[config.mk]
export PLATFORM = sky130hd
export DESIGN_NAME = axi_write_master_flat
export DESIGN_NICKNAME = d
export VERILOG_FILES = /design/src/rtl/axi_write_master_pkg.sv /design/src/rtl/axi_write_master_if.sv /design/src/rtl/axi_write_master.sv /design/src/flat_wrapper.sv
export SDC_FILE = /design/constraint.sdc
export NUM_CORES = 1
export LEC_CHECK = 0
export ABC_CLOCK_PERIOD_IN_PS = 2560
export CAP_MARGIN = 5
export CORE_MARGIN = 10
export CORE_UTILIZATION = 36
export DETAILED_ROUTE_END_ITERATION = 6
export GPL_TIMING_DRIVEN = 0
export PLACE_DENSITY = 0.82
export SYNTH_ARGS = -nofsm -noshare
export SYNTH_HDL_FRONTEND = slang
export SYNTH_SLANG_ARGS = --single-unit
[constraint.sdc]
create_clock -name clk -period 2.56 [get_ports clk]
set_input_delay 0.512 -clock clk [delete_from_list [all_inputs] [get_ports clk]]
set_output_delay 0.512 -clock clk [all_outputs]
set_load 0.005 [all_outputs]
[src/rtl/axi_write_master_pkg.sv]
// axi_write_master_pkg: AXI constants, write FSM state encoding and size helper
package axi_write_master_pkg;
  localparam logic [1:0] AXI_BURST_INCR  = 2'b01;
  localparam logic [1:0] AXI_RESP_OKAY   = 2'b00;
  localparam logic [1:0] AXI_RESP_EXOKAY = 2'b01;
  localparam logic [1:0] AXI_RESP_SLVERR = 2'b10;
  localparam logic [1:0] AXI_RESP_DECERR = 2'b11;
  typedef logic [2:0] wr_state_t;
  localparam wr_state_t WR_IDLE = 3'd0;
  localparam wr_state_t WR_ADDR = 3'd1;
  localparam wr_state_t WR_DATA = 3'd2;
  localparam wr_state_t WR_RESP = 3'd3;
  localparam wr_state_t WR_DONE = 3'd4;
  function automatic logic [2:0] axi_size(input int width);
    return 3'($clog2(width / 8));
  endfunction
endpackage

[src/rtl/axi_write_master_if.sv]
// axi_write_master_if: AXI4 write address, data and response channels
interface axi_write_master_if #(
  parameter int ADDR_WIDTH = 32,
  parameter int DATA_WIDTH = 32,
  parameter int LEN_WIDTH  = 8
);
  logic                  AWREADY;
  logic [ADDR_WIDTH-1:0] AWADDR;
  logic                  AWVALID;
  logic [LEN_WIDTH-1:0]  AWLEN;
  logic [2:0]            AWSIZE;
  logic [1:0]            AWBURST;
  logic                  WREADY;
  logic                  WVALID;
  logic [DATA_WIDTH-1:0] WDATA;
  logic                  WLAST;
  logic                  BREADY;
  logic [1:0]            BRESP;
  logic                  BVALID;
  modport master (
    input  AWREADY, WREADY, BRESP, BVALID,
    output AWADDR, AWVALID, AWLEN, AWSIZE, AWBURST, WVALID, WDATA, WLAST, BREADY
  );
  modport slave (
    output AWREADY, WREADY, BRESP, BVALID,
    input  AWADDR, AWVALID, AWLEN, AWSIZE, AWBURST, WVALID, WDATA, WLAST, BREADY
  );
endinterface

[src/rtl/axi_write_master.sv]
// axi_write_master: one INCR write burst from a FWFT FIFO; AXI_WR_PARALLEL_AW_EN lets W run alongside AW
module axi_write_master
  import axi_write_master_pkg::*;
#(
  parameter int ADDR_WIDTH          = 32,
  parameter int WRITE_CHANNEL_WIDTH = 32,
  parameter int WRITE_BURST_LEN     = 8
) (
  input  logic                           clk,
  input  logic                           rst,
  input  logic                           start_write,
  input  logic [ADDR_WIDTH-1:0]          target_write_addr,
  input  logic [WRITE_BURST_LEN-1:0]     target_write_burst_len,
  input  logic [WRITE_CHANNEL_WIDTH-1:0] target_write_data,
  input  logic                           target_write_fifo_empty,
  output logic                           target_write_fifo_pull,
  output logic                           done_write,
  output logic                           error_write,
  axi_write_master_if.master             axi
);
  wr_state_t                  state;
  logic [ADDR_WIDTH-1:0]      addr_q;
  logic [WRITE_BURST_LEN-1:0] len_q;
  logic [WRITE_BURST_LEN-1:0] beat_cnt;
  logic                       aw_hs;
  logic                       w_en;
  logic                       w_hs;
  logic                       w_last;
`ifdef AXI_WR_PARALLEL_AW_EN
  logic                       aw_done;
  logic                       w_done;
  assign w_en = !rst && !w_done && (state == WR_ADDR || state == WR_DATA) && !target_write_fifo_empty;
`else
  assign w_en = !rst && state == WR_DATA && !target_write_fifo_empty;
`endif
  assign aw_hs                  = axi.AWVALID && axi.AWREADY;
  assign w_hs                   = w_en && axi.WREADY;
  assign w_last                 = beat_cnt == len_q;
  assign axi.AWADDR             = addr_q;
  assign axi.AWLEN              = len_q;
  assign axi.AWSIZE             = state == WR_ADDR ? axi_size(WRITE_CHANNEL_WIDTH) : 3'd0;
  assign axi.AWBURST            = state == WR_ADDR ? AXI_BURST_INCR : 2'b00;
  assign axi.WVALID             = w_en;
  assign axi.WDATA              = w_en ? target_write_data : '0;
  assign axi.WLAST              = w_en && w_last;
  assign target_write_fifo_pull = w_hs;
  assign done_write             = state == WR_DONE;
  // burst sequencing: latch request, address phase, beats, response, level done
  always_ff @(posedge clk) begin
    if (rst) begin
      state       <= WR_IDLE;
      addr_q      <= '0;
      len_q       <= '0;
      beat_cnt    <= '0;
      error_write <= 1'b0;
      axi.AWVALID <= 1'b0;
      axi.BREADY  <= 1'b0;
`ifdef AXI_WR_PARALLEL_AW_EN
      aw_done     <= 1'b0;
      w_done      <= 1'b0;
`endif
    end else begin
      case (state)
        WR_IDLE: if (start_write) begin
          addr_q      <= target_write_addr;
          len_q       <= target_write_burst_len;
          beat_cnt    <= '0;
          error_write <= 1'b0;
          axi.AWVALID <= 1'b1;
          state       <= WR_ADDR;
`ifdef AXI_WR_PARALLEL_AW_EN
          aw_done     <= 1'b0;
          w_done      <= 1'b0;
`endif
        end
        WR_ADDR, WR_DATA: begin
          if (aw_hs) axi.AWVALID <= 1'b0;
          if (w_hs) beat_cnt <= w_last ? '0 : beat_cnt + 1'b1;
`ifdef AXI_WR_PARALLEL_AW_EN
          if (aw_hs) aw_done <= 1'b1;
          if (w_hs && w_last) w_done <= 1'b1;
          if ((aw_done || aw_hs) && (w_done || (w_hs && w_last))) begin
            axi.BREADY <= 1'b1;
            state      <= WR_RESP;
          end else if (aw_hs) state <= WR_DATA;
`else
          if (state == WR_ADDR && aw_hs) state <= WR_DATA;
          if (w_hs && w_last) begin
            axi.BREADY <= 1'b1;
            state      <= WR_RESP;
          end
`endif
        end
        WR_RESP: if (axi.BVALID) begin
          error_write <= axi.BRESP != AXI_RESP_OKAY;
          axi.BREADY  <= 1'b0;
          state       <= WR_DONE;
        end
        WR_DONE: if (!start_write) state <= WR_IDLE;
        default: state <= WR_IDLE;
      endcase
    end
  end
endmodule

[src/flat_wrapper.sv]
// flat-port wrapper written by rule: the top's interface ports become plain ports
module axi_write_master_flat import axi_write_master_pkg::*;
#(
  parameter int ADDR_WIDTH          = 32,
  parameter int WRITE_CHANNEL_WIDTH = 32,
  parameter int WRITE_BURST_LEN     = 8
)
  (clk, rst, start_write, target_write_addr, target_write_burst_len, target_write_data, target_write_fifo_empty, target_write_fifo_pull, done_write, error_write, axi_AWREADY, axi_WREADY, axi_BRESP, axi_BVALID, axi_AWADDR, axi_AWVALID, axi_AWLEN, axi_AWSIZE, axi_AWBURST, axi_WVALID, axi_WDATA, axi_WLAST, axi_BREADY);
  axi_write_master_if #(.ADDR_WIDTH(ADDR_WIDTH), .DATA_WIDTH((32)), .LEN_WIDTH((8))) axi_i ();
  input  logic clk;
  input  logic rst;
  input  logic start_write;
  input  logic [ADDR_WIDTH-1:0] target_write_addr;
  input  logic [WRITE_BURST_LEN-1:0] target_write_burst_len;
  input  logic [WRITE_CHANNEL_WIDTH-1:0] target_write_data;
  input  logic target_write_fifo_empty;
  output logic target_write_fifo_pull;
  output logic done_write;
  output logic error_write;
  input wire logic [$bits(axi_i.AWREADY)-1:0] axi_AWREADY;
  input wire logic [$bits(axi_i.WREADY)-1:0] axi_WREADY;
  input wire logic [$bits(axi_i.BRESP)-1:0] axi_BRESP;
  input wire logic [$bits(axi_i.BVALID)-1:0] axi_BVALID;
  output wire logic [$bits(axi_i.AWADDR)-1:0] axi_AWADDR;
  output wire logic [$bits(axi_i.AWVALID)-1:0] axi_AWVALID;
  output wire logic [$bits(axi_i.AWLEN)-1:0] axi_AWLEN;
  output wire logic [$bits(axi_i.AWSIZE)-1:0] axi_AWSIZE;
  output wire logic [$bits(axi_i.AWBURST)-1:0] axi_AWBURST;
  output wire logic [$bits(axi_i.WVALID)-1:0] axi_WVALID;
  output wire logic [$bits(axi_i.WDATA)-1:0] axi_WDATA;
  output wire logic [$bits(axi_i.WLAST)-1:0] axi_WLAST;
  output wire logic [$bits(axi_i.BREADY)-1:0] axi_BREADY;
  assign axi_i.AWREADY = axi_AWREADY;
  assign axi_i.WREADY = axi_WREADY;
  assign axi_i.BRESP = axi_BRESP;
  assign axi_i.BVALID = axi_BVALID;
  assign axi_AWADDR = axi_i.AWADDR;
  assign axi_AWVALID = axi_i.AWVALID;
  assign axi_AWLEN = axi_i.AWLEN;
  assign axi_AWSIZE = axi_i.AWSIZE;
  assign axi_AWBURST = axi_i.AWBURST;
  assign axi_WVALID = axi_i.WVALID;
  assign axi_WDATA = axi_i.WDATA;
  assign axi_WLAST = axi_i.WLAST;
  assign axi_BREADY = axi_i.BREADY;
  axi_write_master #(.ADDR_WIDTH(ADDR_WIDTH), .WRITE_CHANNEL_WIDTH(WRITE_CHANNEL_WIDTH), .WRITE_BURST_LEN(WRITE_BURST_LEN)) u_core (.clk(clk), .rst(rst), .start_write(start_write), .target_write_addr(target_write_addr), .target_write_burst_len(target_write_burst_len), .target_write_data(target_write_data), .target_write_fifo_empty(target_write_fifo_empty), .target_write_fifo_pull(target_write_fifo_pull), .done_write(done_write), .error_write(error_write), .axi(axi_i));
endmodule
After elaboration in Yosys (flattened, before gate mapping). Index checks and enable logic that the tools add are counted.

Output and inout port bits: 84. Word-level logic and storage cells: 63. Bits of input ports: 81. Register bits: 54.

$add $sub $neg: 1. Reductions and logical operators: 21. Muxes and demuxes: 22. Eq/ne operators: 12.

Operator list (number): 32-bit 2-to-1 mux (1); 8-bit 2-to-1 mux (3); 8-bit one-hot mux with 2 select lines (1); 3-bit 2-to-1 mux (5); 3-bit one-hot mux with 4 select lines (1); 3-bit AND reduction (4); 8-bit by 1-bit adder with 8-bit output (second input constant) (1); 8-bit == test (1); 2-bit nonzero test (4); 1-bit logical AND (7); 1-bit 2-to-1 mux (7); 3-bit by 2-bit == test with 1-bit output (second input constant) (2); 2-bit by 1-bit != test with 1-bit output (second input constant) (3); 2-bit != test (second input constant) (3); 1-bit one-hot mux with 2 select lines (3); 4-bit AND reduction (1); 3-bit by 1-bit == test with 1-bit output (second input constant) (1); 3-bit == test (second input constant) (1); 3-bit logical NOT (1); 3-bit by 1-bit != test with 1-bit output (second input constant) (1); 1-bit logical NOT (2); 2-bit 2-to-1 mux (1); 2-bit AND reduction (1); 2-bit OR reduction (1).

Logic depth before layout (Yosys ltp).
Word-level depth: 7. Mapped depth: 6. Mapped depth without buffers: 5.

Worst setup path before layout. OpenSTA, ideal clock, no wires.

Path type: input-to-reg. From: input rst. To: register u_core.beat_cnt[3]. Library setup time: 0.079 ns. Data required time: 2.481 ns. Buffers on the path: 1. Stages: 5. Data arrival time: 1.726 ns. Setup slack: 0.755 ns. Cell sequence: nor4_4 a31oi_2 buf_2 or3_1 a211oi_2.

Longest elaborated chain between the ends: 6.

Ends and longest elaborated chain: start: declaration (line flat_wrapper.sv:11) `input logic rst;`; 1-bit logical NOT (line axi_write_master.sv:34) `assign w_en = !rst && state == WR_DATA && !target_write_fifo_empty;`; 1-bit logical AND (2 in a row) (line axi_write_master.sv:34); 1-bit logical AND (line axi_write_master.sv:37) `assign w_hs = w_en && axi.WREADY;`; 2-bit by 1-bit != test with 1-bit output (no line); 3-bit AND reduction (no line); end signal: assignment (line axi_write_master.sv:78) `if (w_hs) beat_cnt <= w_last ? '0 : beat_cnt + 1'b1;`; end: declaration (line axi_write_master.sv:24) `logic [WRITE_BURST_LEN-1:0] beat_cnt;`.

Several ways; a longest one is shown, not always the timed one. A chain may end at the register's enable or synchronous reset.

Worst setup path in the final report.
From: register u_core.state[1]. To: output axi_AWSIZE[1].

Longest elaborated chain between the ends: 2.

Ends and longest elaborated chain: start: declaration (line axi_write_master.sv:21) `wr_state_t state;`; start signal: assignment (line axi_write_master.sv:51) `state <= WR_IDLE;`; start signal: assignment (line axi_write_master.sv:70) `state <= WR_ADDR;`; start signal: assignment (line axi_write_master.sv:87) `if (state == WR_ADDR && aw_hs) state <= WR_DATA;`; 3-bit by 1-bit == test with 1-bit output (line axi_write_master.sv:41) `assign axi.AWSIZE = state == WR_ADDR ? axi_size(WRITE_CHANNEL_WIDTH) : 3'd0;`; 2-bit 2-to-1 mux (line axi_write_master.sv:41); end: declaration (line flat_wrapper.sv:27) `output wire logic [$bits(axi_i.AWSIZE)-1:0] axi_AWSIZE;`.

Every way passes these cells.

==> results.md <==
* Status: finished clean
* Min-Delay Path Depth at 2
* Share of cells above drive strength 1 at 10.1%
* Syn. warnings at 0
* Cell Area, Placed at 4180 um2
* GRT Residual Overflow at 0
* Num rows at 30
* Vias at 2810
* Ys flop type: dfxtp_1
* # IOs at 165
* Critical Path Start Type: flop
* CTS Hold Bufs at 0
* Worst reg2reg endpoint: u_core.beat_cnt[3]
* Routed wl met2 at 5.08 mm
* Post-DP HPWL at 7.52 mm
* WHS at 0.458 ns
* Routed Antenna Nets at 0
* Die Y at 103 um
* Synth cell types at 38
* Routed WL per cell at 16.4 um
* CTS tree: done
* TritonCTS Buffers at 5
* Largest net degree at the start of global routing at 16
* First-pass GRT wire length at 14.1 mm
* Hold crit path type: flop to flop
* Port Buffers at 161
* Starting Density at 36.6%
* Syn Area/Cell at 7.94 um2
* Peak Freq at 402 MHz
* Detailed Route Iter0 Violations at 99
* FF+latch count, synth at 54
* Worst path arrival time at 1.98 ns
* Critical path class: flop to output port
* Routability Congestion at 0.736
* Max Cap Viol at 0
* Total die area at 10500 um2
* Final setup violation count at 0
* Root Buffer: clkbuf_8
* P&R area growth vs syn at 78.3%
* Design Power at 0.00193 W
* Final WL at 9.38 mm
* Cells after DPL at 553
* Core region area at 6720 um2
* Met3 wire length at 705 um
* Crit path time final at 2.49 ns
* Hold path start: u_core.axi.AWADDR[21]
* Share of flip-flops with an asynchronous set or reset at 0%
* Final Hold Fails at 0
* Bufs on Longest Clock Path at 2
* Clk sinks at 54
* Initial antenna violation count at 0
* Fin crit share at 97.2%
* Slew Viols, Final at 0
* Ant. Diodes at 0
* Leakage at 1.94 nW
* Final std cells w/o fill at 573
* Worst-margin pin slew at 0.544 ns
* Crit end category: output port
* EDFF count, synth at 0
* Power Dens Cells at 439 nW/um2
* Crit path from: u_core.state[1]
* Clock latency on the worst-skew pair at 0.29 ns
* CP max FO at 10
* Die width at 103 um
* FF-to-FF path depth at 9
* Relative slew margins at 63.6%
* Drt first pass iters at 4
* Worst endpoint required time at 2.05 ns
* Drc violations at 0
* Final cell area excluding filler cells at 4390 um2
* Vias per inst at 4.90
* Hold Crit Endpoint: u_core.axi.AWADDR[21]
* Clock transition at path regs at 0.09 ns
* Flop-to-flop setup slack at 0.41 ns
* Mapped Cells at 310
* RR Startpoint: u_core.state[2]
* Register area share after synthesis at 43.9%
* Layout net count at 575
* RSZ-0062 raised after global routing: true
* Vias in the first global route at 2694
* H-Tree Level Count at 2
* Met1 WL at 3.49 mm
* Global-route usage over all layers at 16.7%
* Worst VDD drop at 0.000344 V
* Layout Skew at 0.00426 ns
* Top layer in use: met4
* Mapped cell area at 2460 um2
[cell usage after synthesis, types with 4 or more instances]
cell	n	area, um2
nand2_1	82	308
or3_1	4	25.0
nor2_1	5	18.8
a21oi_1	43	215
xor2_1	9	78.8
o21ai_0	5	25.0
clkbuf_1	20	75.1
nor3_1	5	25.0
buf_4	5	37.5
and3_1	31	194
dfxtp_1	54	1080
[area by class of cell]
type / count / area (um2)
plain buffers: 31 / 181
clock buffers: 6 / 82.6
clock inverters: 1 / 30.0
fillers: 608 / 2330
inverters: 2 / 7.51
multi-input cells: 225 / 1250
flip-flops and latches: 54 / 1080
well taps: 80 / 100
repair buffers: 174 / 1660
[power breakdown]
group          internal (W)  switching, W  leakage (nW)
clock              0.000313      0.000260        0.0573
combinational      0.000264      0.000176          1.44
sequential         0.000886     0.0000277         0.442
total               0.00146      0.000464          1.94
[state kept, by name (all words and copies together), names as in the netlist]
name / cells
u_core.axi.BREADY: 1
u_core.beat_cnt: 8
u_core.axi.AWLEN: 8
u_core.error_write: 1
u_core.axi.AWVALID: 1
u_core.state: 3
u_core.axi.AWADDR: 32
[cells by family after synthesis]
kind of cell | share of synthesized area, %
flops | 43.9
simple gates | 31.0
xor+xnor | 3.56
buf+inv | 6.25
compound gates | 14.2
mux | 0.407
fa+ha+maj | 0.508
other cells | 0.152
[layout by cell type, fill, tap and decap left out, types with 2 or more instances in the layout]
master             n
or4_1              2
nand3_1            2
o21ai_0            5
a211oi_2           3
conb_1             3
a211oi_1           3
buf_4             17
clkbuf_2           3
or3_1              4
and3_1            31
nor3b_1            2
clkdlybuf4s50_1  124
clkbuf_4           2
nor2_1             5
dfxtp_1           53
nor3_1             5
nor4_1             2
clkbuf_8           9
inv_1              2
and2_1             2
clkbuf_1          15
o31ai_1            2
xor2_1             9
a21oi_1           43
and3_2             2
dlygate4sd2_1     29
a31oi_1            2
and4_1             2
buf_1              2
nand2_1           82
clkdlybuf4s15_1    4
buf_2              4
nand4_1            3
[per-layer routing]
layer | track usage, % | up-vias
li1 | - | 1422
met3 | 5.43 | 8
met2 | 29.7 | 69
met1 | 18.9 | 1311
met4 | 3.69 | 0
met5 | 0 | -
[what timing repair did]
item                                    in CTS  in global routing
buffers inserted                            10                  1
gates cloned                                 2                  0
hold endpoints to repair                     0                  0
gates resized for setup                     51                 16
pin swaps                                    1                  1
endpoints found under the setup margin      37                 12
[how the worst max path moves through the flow]
stage | endpoint | slack [ns] | depth (start not counted)
CTS | axi_AWSIZE[1] | -0.003 | 6
global placement | axi_WDATA[4] | -0.46 | 5
detailed placement | axi_WDATA[15] | -0.46 | 5
global route | axi_AWSIZE[1] | -0.01 | 6
floorplan | u_core.beat_cnt[3] | 0.75 | 5
finish | axi_AWSIZE[1] | 0.07 | 6
[through the flow]
step	setup slack (ns)	TNS, ns	util [%]
2_1_floorplan	0.755	0	-
3_3_place_gp	-0.463	-13.82	62.2
3_5_place_dp	-0.455	-13.76	62.2
4_1_cts	-0.00307	-0.00307	65.2
5_1_grt	-0.0114	-0.0114	65.3
6_report	0.0723	0	65.3
[worst max-delay path, cell delays in order (launching register included)]
cell and delay (ns):
dfxtp_1 0.31, buf_2 0.17, buf_4 0.19, buf_2 0.17
nor3b_4 0.21, buf_4 0.13, clkdlybuf4s50_1 0.49
(Power assumes the default switching activity.)
